[src/rtl/fifo_pkg.sv]
// Shared FIFO helpers: address and pointer width derivation from DEPTH.
// Used by the single-clock FIFO and the dual-clock FIFO.
package fifo_pkg;

  // Bits needed to address DEPTH entries (at least one).
  function automatic int fifo_addr_width(input int depth);
    return (depth > 1) ? $clog2(depth) : 1;
  endfunction

  // Pointers carry one extra wrap bit above the RAM address.
  function automatic int fifo_ptr_width(input int depth);
    return fifo_addr_width(depth) + 1;
  endfunction

endpackage

[src/rtl/sync_fifo_mem.sv]
// Single-clock simple dual-port RAM for sync_fifo_flex.
// Synchronous write. Read port is registered (FWFT=0) or combinational (FWFT=1).
module sync_fifo_mem
  import fifo_pkg::*;
#(
  parameter int DATA_WIDTH = 8,
  parameter int DEPTH      = 8,
  parameter int FWFT       = 0
) (
  input  logic                                clk,
  input  logic                                rst_n,
  input  logic                                wr_en,
  input  logic [fifo_addr_width(DEPTH)-1:0]   wr_addr,
  input  logic [DATA_WIDTH-1:0]               wr_data,
  input  logic                                rd_en,
  input  logic [fifo_addr_width(DEPTH)-1:0]   rd_addr,
  output logic [DATA_WIDTH-1:0]               rd_data
);

  logic [DATA_WIDTH-1:0] mem_q [DEPTH];
  logic [DATA_WIDTH-1:0] rd_data_d;
  logic [DATA_WIDTH-1:0] rd_data_q;

  // Storage array: written on accepted writes, never reset.
  always_ff @(posedge clk) begin
    if (wr_en) begin
      mem_q[wr_addr] <= wr_data;
    end
  end

  // Registered read: load the head word on an accepted read, otherwise hold.
  always_comb begin
    rd_data_d = rd_data_q;
    if (rd_en) begin
      rd_data_d = mem_q[rd_addr];
    end else begin
      rd_data_d = rd_data_q;
    end
  end

  // Read data register with synchronous active-low reset.
  always_ff @(posedge clk) begin
    if (!rst_n) begin
      rd_data_q <= '0;
    end else begin
      rd_data_q <= rd_data_d;
    end
  end

  // In FWFT mode the head word is looked up directly from the array.
  assign rd_data = (FWFT != 0) ? mem_q[rd_addr] : rd_data_q;

endmodule

[src/rtl/sync_fifo_flex.sv]
// Single-clock FIFO with fill level, programmable almost-full/almost-empty
// flags and an optional first-word-fall-through read mode.
// Optional feature macro: SYNC_FIFO_ERR_EN adds sticky overflow/underflow
// flags and the err_clr input.
module sync_fifo_flex
  import fifo_pkg::*;
#(
  parameter int DATA_WIDTH    = 8,
  parameter int DEPTH         = 8,
  parameter int AFULL_THRESH  = 6,
  parameter int AEMPTY_THRESH = 1,
  parameter int FWFT          = 0
) (
  input  logic                              clk,
  input  logic                              rst_n,
  input  logic                              w_en,
  input  logic [DATA_WIDTH-1:0]             data_in,
  input  logic                              r_en,
  output logic [DATA_WIDTH-1:0]             data_out,
  output logic                              full,
  output logic                              empty,
  output logic                              almost_full,
  output logic                              almost_empty,
  output logic [fifo_ptr_width(DEPTH)-1:0]  level
`ifdef SYNC_FIFO_ERR_EN
  ,
  input  logic                              err_clr,
  output logic                              overflow,
  output logic                              underflow
`endif
);

  localparam int ADDR_WIDTH = fifo_addr_width(DEPTH);
  localparam int PTR_WIDTH  = fifo_ptr_width(DEPTH);

  logic [PTR_WIDTH-1:0]  wr_ptr_d, wr_ptr_q;
  logic [PTR_WIDTH-1:0]  rd_ptr_d, rd_ptr_q;
  logic [PTR_WIDTH-1:0]  level_d, level_q;
  logic                  full_d, full_q;
  logic                  empty_d, empty_q;
  logic                  afull_d, afull_q;
  logic                  aempty_d, aempty_q;
  logic                  wr_acc_s;
  logic                  rd_acc_s;
  logic [DATA_WIDTH-1:0] mem_rd_data_s;

  // Accept decisions, pointer advance, level and flags from the next level.
  always_comb begin
    wr_acc_s = w_en & ~full_q;
    rd_acc_s = r_en & ~empty_q;
    wr_ptr_d = wr_ptr_q + PTR_WIDTH'(wr_acc_s);
    rd_ptr_d = rd_ptr_q + PTR_WIDTH'(rd_acc_s);
    level_d  = level_q + PTR_WIDTH'(wr_acc_s) - PTR_WIDTH'(rd_acc_s);
    full_d   = (level_d == PTR_WIDTH'(DEPTH));
    empty_d  = (level_d == {PTR_WIDTH{1'b0}});
    afull_d  = (level_d >= PTR_WIDTH'(AFULL_THRESH));
    aempty_d = (level_d <= PTR_WIDTH'(AEMPTY_THRESH));
  end

  // Pointer, level and flag registers; reset discards all stored words.
  always_ff @(posedge clk) begin
    if (!rst_n) begin
      wr_ptr_q <= '0;
      rd_ptr_q <= '0;
      level_q  <= '0;
      full_q   <= 1'b0;
      empty_q  <= 1'b1;
      afull_q  <= 1'b0;
      aempty_q <= 1'b1;
    end else begin
      wr_ptr_q <= wr_ptr_d;
      rd_ptr_q <= rd_ptr_d;
      level_q  <= level_d;
      full_q   <= full_d;
      empty_q  <= empty_d;
      afull_q  <= afull_d;
      aempty_q <= aempty_d;
    end
  end

  sync_fifo_mem #(
    .DATA_WIDTH (DATA_WIDTH),
    .DEPTH      (DEPTH),
    .FWFT       (FWFT)
  ) u_mem (
    .clk     (clk),
    .rst_n   (rst_n),
    .wr_en   (wr_acc_s),
    .wr_addr (wr_ptr_q[ADDR_WIDTH-1:0]),
    .wr_data (data_in),
    .rd_en   (rd_acc_s),
    .rd_addr (rd_ptr_q[ADDR_WIDTH-1:0]),
    .rd_data (mem_rd_data_s)
  );

  // FWFT output is forced to zero while empty so reset presents zero.
  assign data_out = ((FWFT != 0) && empty_q) ? {DATA_WIDTH{1'b0}} : mem_rd_data_s;

  assign full         = full_q;
  assign empty        = empty_q;
  assign almost_full  = afull_q;
  assign almost_empty = aempty_q;
  assign level        = level_q;

`ifdef SYNC_FIFO_ERR_EN
  logic overflow_d, overflow_q;
  logic underflow_d, underflow_q;

  // Sticky error flags: a new error beats a clear in the same cycle.
  always_comb begin
    if (w_en & full_q) begin
      overflow_d = 1'b1;
    end else if (err_clr) begin
      overflow_d = 1'b0;
    end else begin
      overflow_d = overflow_q;
    end
    if (r_en & empty_q) begin
      underflow_d = 1'b1;
    end else if (err_clr) begin
      underflow_d = 1'b0;
    end else begin
      underflow_d = underflow_q;
    end
  end

  // Error flag registers.
  always_ff @(posedge clk) begin
    if (!rst_n) begin
      overflow_q  <= 1'b0;
      underflow_q <= 1'b0;
    end else begin
      overflow_q  <= overflow_d;
      underflow_q <= underflow_d;
    end
  end

  assign overflow  = overflow_q;
  assign underflow = underflow_q;
`endif

endmodule

[config.mk]
export PLATFORM = sky130hd
export DESIGN_NAME = sync_fifo_flex
export DESIGN_NICKNAME = d
export VERILOG_FILES = /design/src/rtl/fifo_pkg.sv /design/src/rtl/sync_fifo_mem.sv /design/src/rtl/sync_fifo_flex.sv
export SDC_FILE = /design/constraint.sdc
export NUM_CORES = 1
export LEC_CHECK = 0
export CAP_MARGIN = 20
export CORE_MARGIN = 3
export CORE_UTILIZATION = 45
export DETAILED_ROUTE_END_ITERATION = 8
export GPL_ROUTABILITY_DRIVEN = 0
export SLEW_MARGIN = 20
export SYNTH_ARGS = -nofsm -noshare
export SYNTH_HDL_FRONTEND = slang
export SYNTH_SLANG_ARGS = --single-unit
export TNS_END_PERCENT = 1
[constraint.sdc]
create_clock -name clk -period 2.95 [get_ports clk]
set_input_delay 0.885 -clock clk [delete_from_list [all_inputs] [get_ports clk]]
set_output_delay 0.885 -clock clk [all_outputs]
set_load 0.05 [all_outputs]
==> impl_metrics.yaml <==
clock_network:
  clk_path_buf_depth: 2
  cts_setup_buffers: 0
  numCtsBuffers: 9
  path_clk_slew_ns: 0.08
  postCtsHoldBufs: 0
  numClockSinks: 86
  cts_tree: "yes"
  clock_latency_ns: 0.34
  htreeDepth: 3
  clock_tree.root_cell: "clkbuf_8"
  cts_resized: 0
setup_path:
  crit_fanout: 2
  worst_r2r_path_depth: 6
  cp.required_ns: 3.22
  criticalPathCategory: "input pin to register"
  crit_path_end_kind: "register"
  worstPathArrival_ns: 2.92
  timing.rr.end: "empty$_SDFF_PN1_"
  r2r-start: "empty$_SDFF_PN1_"
  rrSetupSlack_ns: 0.98
  critPathLaunchType: "input pin"
  critPathLaunch: "r_en"
synthesis:
  synth_top_area_share_pct: 56.8
  synth_fp_nets: 244
  synth_area_leader_cell: "edfxtp_1"
  synthArstFlopShare_pct: 0
  synth_cell_types: 25
  ys_seq_area_share_pct: 69.8
  synth.most_common_cell: "edfxtp_1"
  synth_area_leaders: "edfxtp_1 (57%), dfxtp_1 (13%), mux2i_1 (9.5%)"
  yosys-top-cells-count: "edfxtp_1 (64), mux2i_1 (32), dfxtp_1 (22), a22oi_1 (16)"
  yosysWarnings: 0
  syn_area_per_cell_sq_um: 15.0
  synth-edff-count: 64
  syn-cell-area_sq_um: 3380
  synth_top_flop_cell: "edfxtp_1"
  syn-instance-count: 225
  synth-seq-cells: 86
min_path:
  min_path_cells: 2
  worstHoldEndpoint: "u_mem.rd_data[4]$_SDFFE_PN0P_"
  worstHoldPathType: "register to register"
  hp-start: "u_mem.rd_data[4]$_SDFFE_PN0P_"
power_and_ir_drop:
  totalPowerFinal_mw: 3.46
  p_per_area_nw_per_um2: 865
  ir_worst_vdd_mv: 0.388
  p_leak_nw: 1.40
global_route:
  grt_pass1_vias: 1848
  grt.overflow.total: 0
  antenna_found_initial: 0
  grt_max_degree: 19
  grt_pass1_wl_mm: 9.94
  grt_use_total_pct: 16.3
timing:
  maxSlewViolCount: 0
  relSlewSlack_pct: 41.0
  fin_crit_ns: 2.66
  period_share_pct: 90.1
  fmax_mhz: 376
  worst_slack_ns: 0.293
  finalHoldViolations: 0
  tightest_slew_ns: 0.882
  setup_viol: 0
  skew_ns: 0.00679
  rsz0062_at_grt: "no"
floorplanning:
  core_area_sq_um: 7060
  dieHeight_microns: 92.7
  die-area_sq_um: 8600
  rows: 30
  ioPinCount: 28
  initial_core_util_pct: 47.9
  die_x_microns: 92.7
routing:
  vias_per_cell: 5.12
  wl_per_cell_microns: 17.3
  num_vias: 1900
  totalWireLength_mm: 6.42
  first_pass_iters: 4
  drcViolationCount: 0
  drtIter0Drc: 121
  antenna_left: 0
finish:
  fillers: 606
  areaGrowthSynthToFinish_pct: 18.3
  drive_gt1_share_pct: 12.0
  stdcell_count: 371
  num_antenna_cells: 0
  postLayoutCellArea_sq_um: 4000
  final_nets: 289
  fin_util_pct: 56.7
placement:
  dp_hpwl_mm: 4.10
  placed_area_sq_um: 3820
  dp.cells: 355
  numPortBuffers: 27
  place_ws_ns: -0.0559
job:
  cap_violations: 0
run_status:
  outcome: "finished, final reports clean"
-- metal layers --
metal	part of all wire (%)	vias up	track usage [%]
met5	0	-	0
met2	48	42	25.9
met3	4.1	2	5.52
met1	47	932	21.6
met4	0.59	0	4.40
li1	-	924	-
-- layout by cell type, fill, tap and decap left out --
cell type | netlist | final
nor2_1 | 11 | 11
clkbuf_1 | 5 | 1
nor3_1 | 3 | 3
nand2b_1 | 4 | 4
fa_1 | 1 | 1
a21o_1 | 1 | 1
clkinv_2 | 0 | 1
or3_1 | 1 | 1
mux2i_1 | 32 | 32
xnor2_1 | 5 | 5
o31ai_1 | 1 | 1
inv_1 | 3 | 3
clkinv_1 | 0 | 1
a21oi_2 | 1 | 1
dfxtp_2 | 0 | 1
o21ai_0 | 9 | 9
buf_4 | 0 | 17
a22oi_1 | 16 | 16
clkinv_4 | 0 | 1
edfxtp_1 | 64 | 64
nor2b_1 | 4 | 4
dfxtp_1 | 22 | 21
ha_1 | 6 | 6
nand2_1 | 11 | 11
clkbuf_8 | 0 | 12
a21oi_1 | 9 | 9
clkdlybuf4s50_1 | 0 | 27
xor2_1 | 3 | 3
and2_1 | 8 | 8
-- layout make-up --
type                    instances  area [sq um]  area share (%)
clock buffers                  13           169            4.22
clock inverters                 3          17.5           0.438
inverters                       3          11.3           0.281
multi-input cells             126           923            23.1
flip-flops and latches         86          2360            59.0
well taps                      96           120            3.00
repair buffers                 44           398            9.94
-- cell families after synthesis --
logic type	count (synthesis)	share of synthesized area (%)
buf+inv	13	2.88
simple gates	42	6.03
xor+xnor	8	2.07
fa+ha+maj	7	2.81
compound gates	37	6.92
mux	32	9.47
flops	86	69.8
-- where the power goes --
part | switching, mW | leakage (nW) | internal [mW]
Sequential | 0.0816 | 0.763 | 1.45
Combinational | 0.706 | 0.541 | 0.480
Clock | 0.369 | 0.0971 | 0.373
Total | 1.16 | 1.40 | 2.31
-- metrics by stage --
| step | TNS, ns | hold slack [ns] |
|---|---|---|
| global placement | 0 | 0.519 |
| global route | 0 | 0.593 |
| detailed placement | -0.0916 | 0.532 |
| CTS | 0 | 0.557 |
| floorplan | 0 | 0.524 |
| finish | 0 | 0.551 |
-- registers in the layout (all words and copies together) (netlist names) --
name           flops
almost_empty       1
rd_ptr_q           3
level              4
u_mem.rd_data      8
wr_ptr_q           3
empty              1
full               1
almost_full        1
u_mem.mem_q       64
-- worst max-delay path by stage --
stage,to,depth (start not counted)
CTS,empty$_SDFF_PN1_,7
finish,empty$_SDFF_PN1_,7
floorplan,empty$_SDFF_PN1_,7
global placement,empty$_SDFF_PN1_,7
detailed placement,empty$_SDFF_PN1_,7
global route,full$_SDFF_PN0_,7
-- worst max-delay path: stages --
cell and delay, ns:
clkdlybuf4s50_1 0.44, nor2b_1 0.23, xor2_1 0.18, ha_1 0.21, fa_1 0.43, or3_1 0.40
o21ai_0 0.15
(Power assumes the default switching activity.)
